`src/rtl/graph_gen.sv`:
```
// graph_gen: fills a table of N_POINTS (x,y) coordinates from an xorshift32
// stream, with rejection sampling against per-axis exclusive limits, a
// start/busy/done handshake, a registered read port and a write-stream tap.
module graph_gen #(
    parameter int          N_POINTS     = 64,
    parameter int          COORD_W      = 8,
    parameter logic [31:0] DEFAULT_SEED = 32'd27182818
) (
    input  logic                              clk,
    input  logic                              rst,
    input  logic                              start,
    input  logic [31:0]                       seed,
    input  logic [COORD_W:0]                  x_lim,
    input  logic [COORD_W:0]                  y_lim,
    output logic                              busy,
    output logic                              done,
    output logic [$clog2(N_POINTS+1)-1:0]     count,
    input  logic [$clog2(N_POINTS)-1:0]       rd_addr,
    output logic [COORD_W-1:0]                rd_x,
    output logic [COORD_W-1:0]                rd_y,
    output logic                              wr_valid,
    output logic [$clog2(N_POINTS)-1:0]       wr_addr,
    output logic [COORD_W-1:0]                wr_x,
    output logic [COORD_W-1:0]                wr_y
);

    localparam int AW = $clog2(N_POINTS);
    localparam int CW = $clog2(N_POINTS+1);
    localparam int LW = COORD_W + 1;

    // A latched limit of 0 stands for the full 2^COORD_W range.
    localparam logic [LW-1:0] FULL_RANGE = {1'b1, {COORD_W{1'b0}}};

    typedef enum logic [1:0] {IDLE, FILL, DONE} state_t;

    state_t              state_q, state_d;
    logic [31:0]         rng_q, rng_d;
    logic [LW-1:0]       xlim_q, xlim_d;
    logic [LW-1:0]       ylim_q, ylim_d;
    logic [CW-1:0]       count_q, count_d;
    logic                busy_q, busy_d;
    logic                done_q, done_d;
    logic                wr_valid_q, wr_valid_d;
    logic [AW-1:0]       wr_addr_q, wr_addr_d;
    logic [COORD_W-1:0]  wr_x_q, wr_x_d;
    logic [COORD_W-1:0]  wr_y_q, wr_y_d;
    logic [COORD_W-1:0]  rd_x_q, rd_y_q;

    logic [2*COORD_W-1:0] tbl [N_POINTS];

    logic [31:0]         rng_next;
    logic [COORD_W-1:0]  cand_x, cand_y;
    logic [LW-1:0]       xlim_eff, ylim_eff;
    logic                accept;
    logic                last_point;

    function automatic logic [31:0] xorshift32(input logic [31:0] s);
        logic [31:0] t;
        t = s ^ (s << 13);
        t = t ^ (t >> 17);
        return t ^ (t << 5);
    endfunction

    assign rng_next   = xorshift32(rng_q);
    assign cand_x     = rng_next[COORD_W-1:0];
    assign cand_y     = rng_next[16+COORD_W-1:16];
    assign xlim_eff   = (xlim_q == '0) ? FULL_RANGE : xlim_q;
    assign ylim_eff   = (ylim_q == '0) ? FULL_RANGE : ylim_q;
    assign accept     = (state_q == FILL) &&
                        ({1'b0, cand_x} < xlim_eff) &&
                        ({1'b0, cand_y} < ylim_eff);
    assign last_point = accept && (count_q == CW'(N_POINTS - 1));

    // Next-state and output decode for the IDLE/FILL/DONE controller.
    always_comb begin
        state_d    = state_q;
        rng_d      = rng_q;
        xlim_d     = xlim_q;
        ylim_d     = ylim_q;
        count_d    = count_q;
        busy_d     = busy_q;
        done_d     = done_q;
        wr_valid_d = 1'b0;
        wr_addr_d  = wr_addr_q;
        wr_x_d     = wr_x_q;
        wr_y_d     = wr_y_q;
        case (state_q)
            IDLE, DONE: begin
                if (start) begin
                    rng_d   = (seed == 32'd0) ? DEFAULT_SEED : seed;
                    xlim_d  = x_lim;
                    ylim_d  = y_lim;
                    count_d = '0;
                    done_d  = 1'b0;
                    busy_d  = 1'b1;
                    state_d = FILL;
                end
            end
            FILL: begin
                // Start is deliberately ignored while filling.
                rng_d = rng_next;
                if (accept) begin
                    wr_valid_d = 1'b1;
                    wr_addr_d  = count_q[AW-1:0];
                    wr_x_d     = cand_x;
                    wr_y_d     = cand_y;
                    count_d    = count_q + CW'(1);
                    if (last_point) begin
                        busy_d  = 1'b0;
                        done_d  = 1'b1;
                        state_d = DONE;
                    end
                end
            end
            default: state_d = IDLE;
        endcase
    end

    // Control and write-tap registers; reset beats a coincident start.
    always_ff @(posedge clk) begin
        if (rst) begin
            state_q    <= IDLE;
            rng_q      <= DEFAULT_SEED;
            xlim_q     <= '0;
            ylim_q     <= '0;
            count_q    <= '0;
            busy_q     <= 1'b0;
            done_q     <= 1'b0;
            wr_valid_q <= 1'b0;
            wr_addr_q  <= '0;
            wr_x_q     <= '0;
            wr_y_q     <= '0;
        end else begin
            state_q    <= state_d;
            rng_q      <= rng_d;
            xlim_q     <= xlim_d;
            ylim_q     <= ylim_d;
            count_q    <= count_d;
            busy_q     <= busy_d;
            done_q     <= done_d;
            wr_valid_q <= wr_valid_d;
            wr_addr_q  <= wr_addr_d;
            wr_x_q     <= wr_x_d;
            wr_y_q     <= wr_y_d;
        end
    end

    // Point table write port; contents survive reset.
    always_ff @(posedge clk) begin
        if (accept) begin
            tbl[count_q[AW-1:0]] <= {cand_x, cand_y};
        end
    end

    // Synchronous read port; a same-cycle write to rd_addr returns the old entry.
    always_ff @(posedge clk) begin
        if (rst) begin
            rd_x_q <= '0;
            rd_y_q <= '0;
        end else begin
            rd_x_q <= tbl[rd_addr][2*COORD_W-1:COORD_W];
            rd_y_q <= tbl[rd_addr][COORD_W-1:0];
        end
    end

    assign busy     = busy_q;
    assign done     = done_q;
    assign count    = count_q;
    assign rd_x     = rd_x_q;
    assign rd_y     = rd_y_q;
    assign wr_valid = wr_valid_q;
    assign wr_addr  = wr_addr_q;
    assign wr_x     = wr_x_q;
    assign wr_y     = wr_y_q;

endmodule

```
`config.mk`:
```
export PLATFORM = sky130hd
export DESIGN_NAME = graph_gen
export DESIGN_NICKNAME = d
export VERILOG_FILES = /design/src/rtl/graph_gen.sv
export SDC_FILE = /design/constraint.sdc
export NUM_CORES = 1
export LEC_CHECK = 0
export ABC_AREA = 1
export CAP_MARGIN = 5
export CORE_MARGIN = 5
export CORE_UTILIZATION = 39
export CTS_CLUSTER_DIAMETER = 120
export DETAILED_ROUTE_END_ITERATION = 7
export HOLD_SLACK_MARGIN = 0.1
export PLACE_DENSITY = 0.59
export SLEW_MARGIN = 25
export SYNTH_ARGS = -nofsm -noshare
export SYNTH_HDL_FRONTEND = slang
export SYNTH_SLANG_ARGS = --single-unit
export TNS_END_PERCENT = 10
```
`constraint.sdc`:
```
create_clock -name clk -period 6.6 [get_ports clk]
set_clock_uncertainty 0.05 [all_clocks]
set_input_delay 0.99 -clock clk [delete_from_list [all_inputs] [get_ports clk]]
set_output_delay 0.99 -clock clk [all_outputs]
set_load 0.05 [all_outputs]
```
## After elaboration in Yosys (flattened, before gate mapping)

Memory sizes are Yosys's and may differ from the RTL's. A register that Yosys moved wholly into a read port is not among the register bits.
Cells that the tools add are included.

| operators by class | value |
|---|---|
| $add $sub $neg | 1 |
| magnitude comparators | 2 |
| equality and inequality tests | 6 |
| muxes and demuxes | 22 |
| bitwise gates (word level) | 4 |
| reduce and logical (&&, ||, !) cells | 16 |

Operators by type and width:

| operator | count |
|---|---|
| 2-to-1 mux 32 bit | 2 |
| one-hot mux 32 bit (2 select lines) | 1 |
| bitwise XOR 32 bit | 2 |
| zero test 32 bit | 1 |
| bitwise XOR 32 x 15 -> 32 bit | 1 |
| zero test 9 bit | 2 |
| < comparator 8 x 9 -> 1 bit | 2 |
| 2-to-1 mux 9 bit | 2 |
| 2-to-1 mux 7 bit | 2 |
| one-hot mux 7 bit (2 select lines) | 1 |
| 2-to-1 mux 1 bit | 8 |
| adder 7 x 1 -> 7 bit (second input constant) | 1 |
| equality test 7 x 6 -> 1 bit (second input constant) | 1 |
| 2-to-1 mux 2 bit | 3 |
| inequality test 2 bit (second input constant) | 3 |
| AND reduction 2 bit | 3 |
| AND reduction 3 bit | 2 |
| one-hot mux 1 bit (2 select lines) | 2 |
| one-hot mux 2 bit (2 select lines) | 1 |
| AND reduction 4 bit | 1 |
| OR reduction 2 bit | 2 |
| logical AND 1 bit | 3 |
| equality test 2 x 1 -> 1 bit (second input constant) | 1 |
| equality test 2 bit (second input constant) | 1 |
| other kinds (3) | 3 |

| word-level totals | value |
|---|---|
| flip-flop bits (word level) | 84 |
| memory bits (writable) | 1024 |
| input port bits | 59 |
| output and inout bits | 48 |
| memories kept | 1 |

Memories:

| memory | words | width | read ports | clocked after Yosys merged registers in | write ports | line | source |
|---|---|---|---|---|---|---|---|
| tbl | 64 | 16 | 1 | 1 | 1 | 49 | `logic [2*COORD_W-1:0] tbl [N_POINTS];` |

## Logic depth before layout (Yosys ltp)

Gate-level depths: netlist of the first run.

| logic depth | value |
|---|---|
| depth after elaboration | 10 |
| mapped depth | 18 |

## Least setup slack after synthesis of the first run

Ideal clock, no wire load.

| timing | value |
|---|---|
| path type | reg-to-reg |
| from | reg rng_q[5] |
| to | mem tbl[11][0] in the netlist's numbering (enable) |
| arrival | 4946 ps |
| path slack | 1216 ps |
| cell stages (with the launch flop) | 16 |
| path buffers | 0 |
| clock period less this slack | 5384 ps |
| cells stage by stage | dfxtp_1 -> xnor2_1 -> xor2_1 -> xor2_1 -> ha_1 -> nand2_1 -> nand2_1 -> nand2_1 -> nand2_1 -> nand3_1 -> nand3_1 -> a21oi_4 -> nand2_4 -> nor2_4 -> nand3_2 -> nor2_1 |

| between the ends | value |
|---|---|
| cells in the longest elaborated chain, start to end | 8 |

RTL lines:

| item | line | source |
|---|---|---|
| start: declaration | 37 | `logic [31:0] rng_q, rng_d;` |
| start signal: assignment | 135 | `rng_q <= rng_d;` |
| bitwise XOR 32 bit | 59 | `t = s ^ (s << 13);` |
| bitwise XOR 32 x 15 -> 32 bit | 60 | `t = t ^ (t >> 17);` |
| bitwise XOR 32 bit | 61 | `return t ^ (t << 5);` |
| via rng_next[6] | 51 | `logic [31:0] rng_next;` |
| < comparator 8 x 9 -> 1 bit | 70 | `({1'b0, cand_x} < xlim_eff) &&` |
| logical AND 1 bit | 69 | `assign accept = (state_q == FILL) &&` |
| logical AND 1 bit | 70 |  |
| 2-to-1 mux 1 bit | 150 | `if (accept) begin` |
| 2-to-1 mux 1 bit (not written as such) | 151 | `tbl[count_q[AW-1:0]] <= {cand_x, cand_y};` |
| end: declaration | 49 |  |

The timed path passes the listed nets, and every way through them passes these cells.

## Worst setup path in the final report of the first run

| timing | value |
|---|---|
| from | reg rng_q[5] |
| to | mem tbl[23][0] in the netlist's numbering (enable) |

Same word-level chain as after synthesis.

==> PnR_summary.wiki, run 1 <==
{| class="wikitable"
! Metric !! Value
|-
| Number of global-route vias before repair || 29,800
|-
| IR Drop Worst-Case VDD || 0.413 mV
|-
| Number of antenna violations at the first check in global routing || 1
|-
| Startpoint of the lowest-slack register-to-register path || rng_q[5]
|-
| Measured slew at the worst slew-check pin || 1.11 ns
|-
| Critical-path top delay cell || sky130_fd_sc_hd__nand2_1
|-
| Hpwl dp || 74,100 um
|-
| Via count of the routed design || 31,000
|-
| Placeable core area || 0.118 sq mm
|-
| Count of clock tree sinks || 1,124
|-
| Final Worst Setup Slack || 1.45 ns
|-
| Per-cell via count in the routed design || 5.37
|-
| Sequential group share of total power || 47.7%
|-
| Post-layout nets || 4,223
|-
| Power spent charging and discharging nets || 5540 uW
|-
| Overall die area || 0.125 sq mm
|-
| Simple-Gate Fraction of Synth Area || 19.1%
|-
| Required time at the worst-slack endpoint || 6.94 ns
|-
| Mapped Avg Cell Area || 11.3 sq um
|-
| Total routing resource utilization after global routing || 20.3%
|-
| Global-route wire length before repair || 192,000 um
|-
| Pwr dens || 357 mW/mm^2
|-
| Buffers and inverters on the worst path || 2
|-
| Fin crit share || 78.0%
|-
| Leakage power || 0.0188 uW
|-
| Most frequent cell on the critical path || sky130_fd_sc_hd__nand2_1
|-
| Share of post-route cells with drive strength above 1 || 7.42%
|-
| Setup repair after global routing missed its margin || no
|-
| CTS Hold Bufs || 0
|-
| Number of instances resized during post-cts repair || 0
|-
| Width of the chip || 354 um
|-
| Kind of cell adding the most delay to the critical path || XOR/XNOR gates
|-
| Die height || 354 um
|-
| Post-synthesis share of cell area spent on full adders, half adders and majority gates || 0.407%
|-
| Hold Fails Final Rpt || 0
|-
| Starting Density || 39.1%
|-
| Post-CTS setup repair buffer count || 0
|-
| Unique cell type count in the Yosys netlist || 40
|-
| Register-to-register setup slack || 1.45 ns
|-
| Pins Over Slew Limit || 0
|-
| Number of port buffers || 106
|-
| Clock share of power || 35.0%
|-
| Critical setup path kind || reg2reg
|-
| Number of H-tree levels || 3
|-
| Multiplexer area fraction after synthesis || 0%
|-
| Launching element of the worst setup path || rng_q[5]
|-
| Minimum period implied by the final worst setup slack || 5.15 ns
|-
| Count of endpoints failing setup in the final report || 0
|-
| Layout Cell Area excl Fill || 0.0528 sq mm
|-
| Setup TNS after final layout || 0 ns
|-
| Post-detailed-routing wire length || 131,000 um
|-
| Worst slew margin relative to its limit || 26.2%
|-
| Prevailing post-synth register cell || sky130_fd_sc_hd__edfxtp_1
|-
| Complex-gate fraction of the synthesized area || 5.49%
|-
| Number of nets with antenna violations after detailed routing || 0
|-
| Async S/R FF share, synth || 0%
|-
| Startpoint of the most critical hold path || done
|-
| Worst-path cell chain || xnor2_1, xor2_1, xor2_4, ha_1, nand2_1, nand2_1, nand2_1, nand2_1, nand3_1, nand3_1, a21oi_4, nand2_4, clkinv_2, nand2_1, nor2_1, buf_4
|-
| Post-detailed-route DRC marker count || 0
|-
| Number of violations of the max-capacitance limit || 0
|-
| Final Hold Slack || 0.423 ns
|-
| CTS tree || done
|-
| Status || finished clean
|-
| Dpl ws || 1.43 ns
|-
| Initial DRC count || 3,586
|-
| Max Fanout on Critical Path || 34
|-
| Placement row count || 126
|-
| Congestion Overflow GR || 0
|-
| Max clock buf depth || 3
|-
| Count of state elements after synthesis || 1,124
|-
| Post-synthesis net count || 4,157
|-
| Maximum number of pins on one net before global-route repair || 199
|-
| Drt first pass iters || 5
|-
| Worst EP arrival || 5.49 ns
|-
| Launching element type of the critical path || flip-flop
|-
| Post-CTS clock slew at the launch and capture registers of the worst setup and hold paths || 0.06 ns
|-
| Yosys synthesis warning count || 0
|-
| Placer's final routability congestion estimate || 0.840
|-
| Clock latency of the later-clocked register in the worst-skew pair || 0.72 ns
|-
| Largest cells by area after synthesis || sky130_fd_sc_hd__edfxtp_1 67%, sky130_fd_sc_hd__nand2_1 9.6%, sky130_fd_sc_hd__nand3_1 6.7%, sky130_fd_sc_hd__dfxtp_1 4.3%, sky130_fd_sc_hd__a21oi_1 2.4%
|-
| Root Driver || sky130_fd_sc_hd__clkbuf_16
|-
| Syn-to-layout area delta || 14.5%
|-
| I/O pin count || 107
|-
| Xor/xnor cell area share of the yosys netlist || 0.874%
|-
| Max Freq || 194 MHz
|-
| Post-synthesis sequential area ratio || 71.1%
|-
| Combinational family with the most area after synthesis || simple AND/OR/NAND/NOR gates
|-
| Largest stage delay on the critical path || 0.61 ns
|-
| Net Sw Frac || 29.4%
|-
| Post-synthesis cell type with the largest combined area || sky130_fd_sc_hd__edfxtp_1
|-
| Relative contribution of combinational cells to total power || 17.4%
|-
| Path type of the worst min-delay path || reg2reg
|-
| Netlist area before placement || 0.0461 sq mm
|-
| Number of buffers added by the clock tree synthesis step || 113
|-
| Nature of the critical path endpoint || flip-flop
|-
| Post-Synthesis Cells || 4,083
|-
| Internal || 13,300 uW
|-
| WL per Instance || 22.7 um
|-
| Number of synthesized flops with an enable pin || 1,024
|-
| Cell Area, Placed || 0.0490 sq mm
|-
| Yosys top cell area share || 66.7%
|}
## synth_stat cells, types with 2 or more instances
cell type / instances
sky130_fd_sc_hd__ha_1: 15
sky130_fd_sc_hd__clkinv_1: 2
sky130_fd_sc_hd__inv_1: 82
sky130_fd_sc_hd__buf_4: 7
sky130_fd_sc_hd__nor2_4: 2
sky130_fd_sc_hd__nand3_4: 2
sky130_fd_sc_hd__nand2_2: 5
sky130_fd_sc_hd__xnor2_1: 24
sky130_fd_sc_hd__a21oi_1: 224
sky130_fd_sc_hd__o211ai_1: 15
sky130_fd_sc_hd__nand2_1: 1184
sky130_fd_sc_hd__o21ai_0: 131
sky130_fd_sc_hd__a221oi_1: 5
sky130_fd_sc_hd__buf_1: 36
sky130_fd_sc_hd__nor3_1: 2
sky130_fd_sc_hd__and3_1: 2
sky130_fd_sc_hd__nand3_1: 621
sky130_fd_sc_hd__nor2_1: 261
sky130_fd_sc_hd__edfxtp_1: 1024
sky130_fd_sc_hd__nand4_1: 8
sky130_fd_sc_hd__inv_2: 3
sky130_fd_sc_hd__o31ai_1: 64
sky130_fd_sc_hd__buf_2: 69
sky130_fd_sc_hd__nand3_2: 2
sky130_fd_sc_hd__o21ai_1: 3
sky130_fd_sc_hd__clkbuf_1: 144
sky130_fd_sc_hd__xor2_1: 22
sky130_fd_sc_hd__o2111ai_1: 3
sky130_fd_sc_hd__a31oi_1: 7
sky130_fd_sc_hd__dfxtp_1: 100
sky130_fd_sc_hd__or2_2: 5
## per-layer routing
metal	track usage, %	wire, um	up-vias
met1	27.9	56000	15200
met4	6.44	4290	0
met2	32.4	60800	1150
met3	4.42	10100	231
li1	-	-	14500
met5	0	0	-
## worst paths after layout
check,to,depth (start not counted)
max,tbl[23][0],16
min,done,2
max reg2reg,tbl[23][0],16
min reg2reg,done,2
## tightest hold or removal path, cell delays in order, from the launching register on
cell,delay (ns)
sky130_fd_sc_hd__dfxtp_1,0.31
sky130_fd_sc_hd__nand2_1,0.06
sky130_fd_sc_hd__a21oi_1,0.06
## cells by family (layout without fill, tap and decap cells)
logic type | after synthesis | in the layout
AOI/OAI and AO/OA | 455 | 455
xor gates and xnor gates | 46 | 46
adders and majority gates | 15 | 15
buffers and inverters | 345 | 508
DFF | 1124 | 1124
other | 0 | 2
and+or+nand+nor | 2098 | 2098
## cells in the final DEF, fill, tap and decap left out, types with 24 or more instances in the layout
master                            synthesis  final
sky130_fd_sc_hd__a21oi_1                224    224
sky130_fd_sc_hd__buf_4                    7     97
sky130_fd_sc_hd__clkbuf_16                0    114
sky130_fd_sc_hd__clkdlybuf4s50_1          0    101
sky130_fd_sc_hd__clkinv_1                 2     34
sky130_fd_sc_hd__dfxtp_1                100    100
sky130_fd_sc_hd__edfxtp_1              1024   1024
sky130_fd_sc_hd__inv_1                   82     70
sky130_fd_sc_hd__nand2_1               1184   1183
sky130_fd_sc_hd__nand3_1                621    621
sky130_fd_sc_hd__nor2_1                 261    259
sky130_fd_sc_hd__o21ai_0                131    131
sky130_fd_sc_hd__o31ai_1                 64     64
sky130_fd_sc_hd__xnor2_1                 24     24
## registers in the layout (all words and copies together) (netlist names), 2 cells and up
name,count
xlim_q,9
tbl,1024
rng_q,32
wr_x,8
state_q,2
rd_y,8
rd_x,8
wr_addr,6
wr_y,8
ylim_q,9
count,7
## cell type report
cell class / instances / area, sq um
antenna: 2 / 5.00
clock buffer: 131 / 2920
clock inverter: 81 / 902
fill: 10600 / 65000
inverter: 88 / 350
multi-input combinational: 2614 / 12000
sequential: 1124 / 32800
tap: 1536 / 1920
timing repair buffer: 208 / 1900
## through the flow
step | cells | util, % | power [uW]
global placement | 5570 | 41.6 | 12400
floorplan | 4083 | - | 10700
detailed placement | 5570 | 41.6 | 12400
finish | 5784 | 44.8 | 18900
CTS | 5782 | 44.8 | 19000
global route | 5782 | 44.8 | 19500
## power groups by stage
stage	clock, uW	combinational (uW)	sequential, uW
global route	6970	3480	9000
global placement	0	3240	9140
detailed placement	0	3280	9140
finish	6600	3270	8990
CTS	6680	3280	8990
floorplan	0	1410	9320
Note: power is estimated with default switching activity, not from simulation.
==> run 2, diff against run 1 <==
- PLACE_DENSITY: 0.59 -> 0.61
- clock period: 6.6 -> 4.5 ns (I/O delays scaled with it)
==> run 2 against run 1 <==
  * Sequential share of layout area fell by 0.75 points
  * Largest power group unchanged
  * Via count grew 3.1%
  * Total power is 50% higher
  * Hold slack lost 0.0055 ns
==> PnR_summary.wiki, run 2 (same netlist as run 1, synthesis figures left out) <==
{| class="wikitable"
! Metric !! Value
|-
| Sequential group share of total power || 46.4%
|-
| Worst-path cell chain || xnor2_1, xor2_1, xor2_4, ha_1, and3_1, nand4_1, nand2_1, nor2_4, nand2_4, clkinv_2, nand2_1, buf_4, nor2_1, buf_4
|-
| WL per Instance || 23.6 um
|-
| Layout Cell Area excl Fill || 0.0534 sq mm
|-
| Number of antenna violations at the first check in global routing || 3
|-
| Final Hold Slack || 0.418 ns
|-
| Design Power || 28,400 uW
|-
| Total routing resource utilization after global routing || 21.4%
|-
| Path type of the worst min-delay path || reg2reg
|-
| Net Sw Frac || 29.5%
|-
| Met1 Usage GRT || 29.9%
|-
| Cell Area, Placed || 0.0494 sq mm
|-
| Placer's final routability congestion estimate || 0.874
|-
| Number of instances resized during post-cts repair || 0
|-
| Overall die area || 0.125 sq mm
|-
| Setup repair after global routing missed its margin || no
|-
| Worst slew margin relative to its limit || 27.0%
|-
| Pins Over Slew Limit || 0
|-
| Die height || 354 um
|-
| Layer with the highest usage after global routing || met2
|-
| Clock share of power || 35.2%
|-
| Setup TNS after final layout || 0 ns
|-
| Fin crit share || 93.7%
|-
| Critical-path top delay cell || sky130_fd_sc_hd__xor2_1
|-
| Startpoint of the most critical hold path || wr_x[4]
|-
| Syn-to-layout area delta || 15.9%
|-
| Initial DRC count || 4,423
|-
| I/O pin count || 107
|-
| Per-cell via count in the routed design || 5.48
|-
| Critical setup path kind || reg2reg
|-
| Share of post-route cells with drive strength above 1 || 8.95%
|-
| Hpwl dp || 82,100 um
|-
| Status || finished clean
|-
| Nature of the critical path endpoint || flip-flop
|-
| Largest stage delay on the critical path || 0.49 ns
|-
| Internal || 20,000 uW
|-
| Post-layout nets || 4,278
|-
| Max Fanout on Critical Path || 16
|-
| Power spent charging and discharging nets || 8370 uW
|-
| Met3 usage in global routing || 4.55%
|-
| Post-detailed-routing wire length || 138,000 um
|-
| Kind of cell adding the most delay to the critical path || simple AND/OR/NAND/NOR gates
|-
| Drt first pass iters || 6
|-
| Starting Density || 39.1%
|-
| Most used cells in the layout excluding fill and tap cells || 1,183 x sky130_fd_sc_hd__nand2_1, 1,024 x sky130_fd_sc_hd__edfxtp_1, 621 x sky130_fd_sc_hd__nand3_1, 260 x sky130_fd_sc_hd__nor2_1, 224 x sky130_fd_sc_hd__a21oi_1
|-
| Hold Fails Final Rpt || 0
|-
| Post-CTS setup repair buffer count || 0
|-
| Placement row count || 126
|-
| Number of nets with antenna violations after detailed routing || 0
|-
| Max clock buf depth || 3
|-
| Measured slew at the worst slew-check pin || 1.09 ns
|-
| Number of flip-flops in the largest register || 1,024
|-
| Buffers and inverters on the worst path || 3
|-
| Leakage power || 0.0192 uW
|-
| Global-route wire length before repair || 200,000 um
|-
| Launching element of the worst setup path || rng_q[11]
|-
| Minimum period implied by the final worst setup slack || 4.22 ns
|-
| GRT met2 Usage || 33.2%
|-
| Max Freq || 237 MHz
|-
| Post-CTS clock slew at the launch and capture registers of the worst setup and hold paths || 0.06 ns
|-
| Required time at the worst-slack endpoint || 4.83 ns
|-
| Relative contribution of combinational cells to total power || 18.4%
|-
| Number of H-tree levels || 3
|-
| Startpoint of the lowest-slack register-to-register path || rng_q[11]
|-
| Number of port buffers || 106
|-
| Post-detailed-route DRC marker count || 0
|-
| Count of endpoints failing setup in the final report || 0
|-
| Width of the chip || 354 um
|-
| Launching element type of the critical path || flip-flop
|-
| CTS tree || done
|-
| Placeable core area || 0.118 sq mm
|-
| CTS Hold Bufs || 0
|-
| IR Drop Worst-Case VDD || 0.478 mV
|-
| Worst EP arrival || 4.55 ns
|-
| Root Driver || sky130_fd_sc_hd__clkbuf_16
|-
| Number of violations of the max-capacitance limit || 0
|-
| Most common cell after layout, fill and taps aside || sky130_fd_sc_hd__nand2_1
|-
| Pwr dens || 531 mW/mm^2
|-
| Final core utilization || 45.4%
|-
| Clock latency of the later-clocked register in the worst-skew pair || 0.70 ns
|-
| Number of buffers added by the clock tree synthesis step || 114
|-
| Number of global-route vias before repair || 30,600
|-
| Count of clock tree sinks || 1,124
|-
| Via count of the routed design || 32,000
|-
| Congestion Overflow GR || 0
|-
| Maximum number of pins on one net before global-route repair || 159
|}
[run 2: layout make-up]
cell class,instances,area (sq um)
multi-input cells,2614,12000
fillers,10600,64300
clock inverters,70,795
inverters,88,352
diodes,5,12.5
flip-flops and latches,1124,32800
well taps,1536,1920
clock buffers,146,3170
repair buffers,262,2390
[run 2: final timing paths]
check / to / slack [ns] / cells after the start
worst min-delay path: wr_x[4] / 0.42 / 2
worst max-delay path: tbl[31][0] / 0.28 / 14
worst max register to register: tbl[31][0] / 0.28 / 14
worst min register to register: wr_x[4] / 0.42 / 2
[run 2: power groups by stage]
stage               logic (uW)  registers [uW]  clock network (uW)
floorplan                 2110           13600                   0
global placement          5140           13400                   0
detailed placement        5190           13400                   0
CTS                       5200           13200               10100
global route              5480           13200               10600
finish                    5220           13200                9980
[run 2: metrics by stage]
step	setup WS [ns]	instances
after floorplan	0.0618	4083
after global placement	0.393	5624
after detailed placement	0.356	5624
after CTS	0.337	5840
after global routing	0.118	5840
final	0.282	5845
[run 2: worst min-delay path, delay by kind of cell, from the launching register on]
family	cells	cell delay (ns)
AND/OR/NAND/NOR	1	0.06
AO/OA/AOI/OAI	1	0.05
flip-flops	1	0.31
[run 2: layer usage]
layer  vias up  share of wire (%)  wire length (um)
li1      14600                  -                 -
met1     15500                 41             56800
met2      1679                 45             62600
met3       282                9.6             13300
met4         0                4.0              5470
met5         -                  0                 0
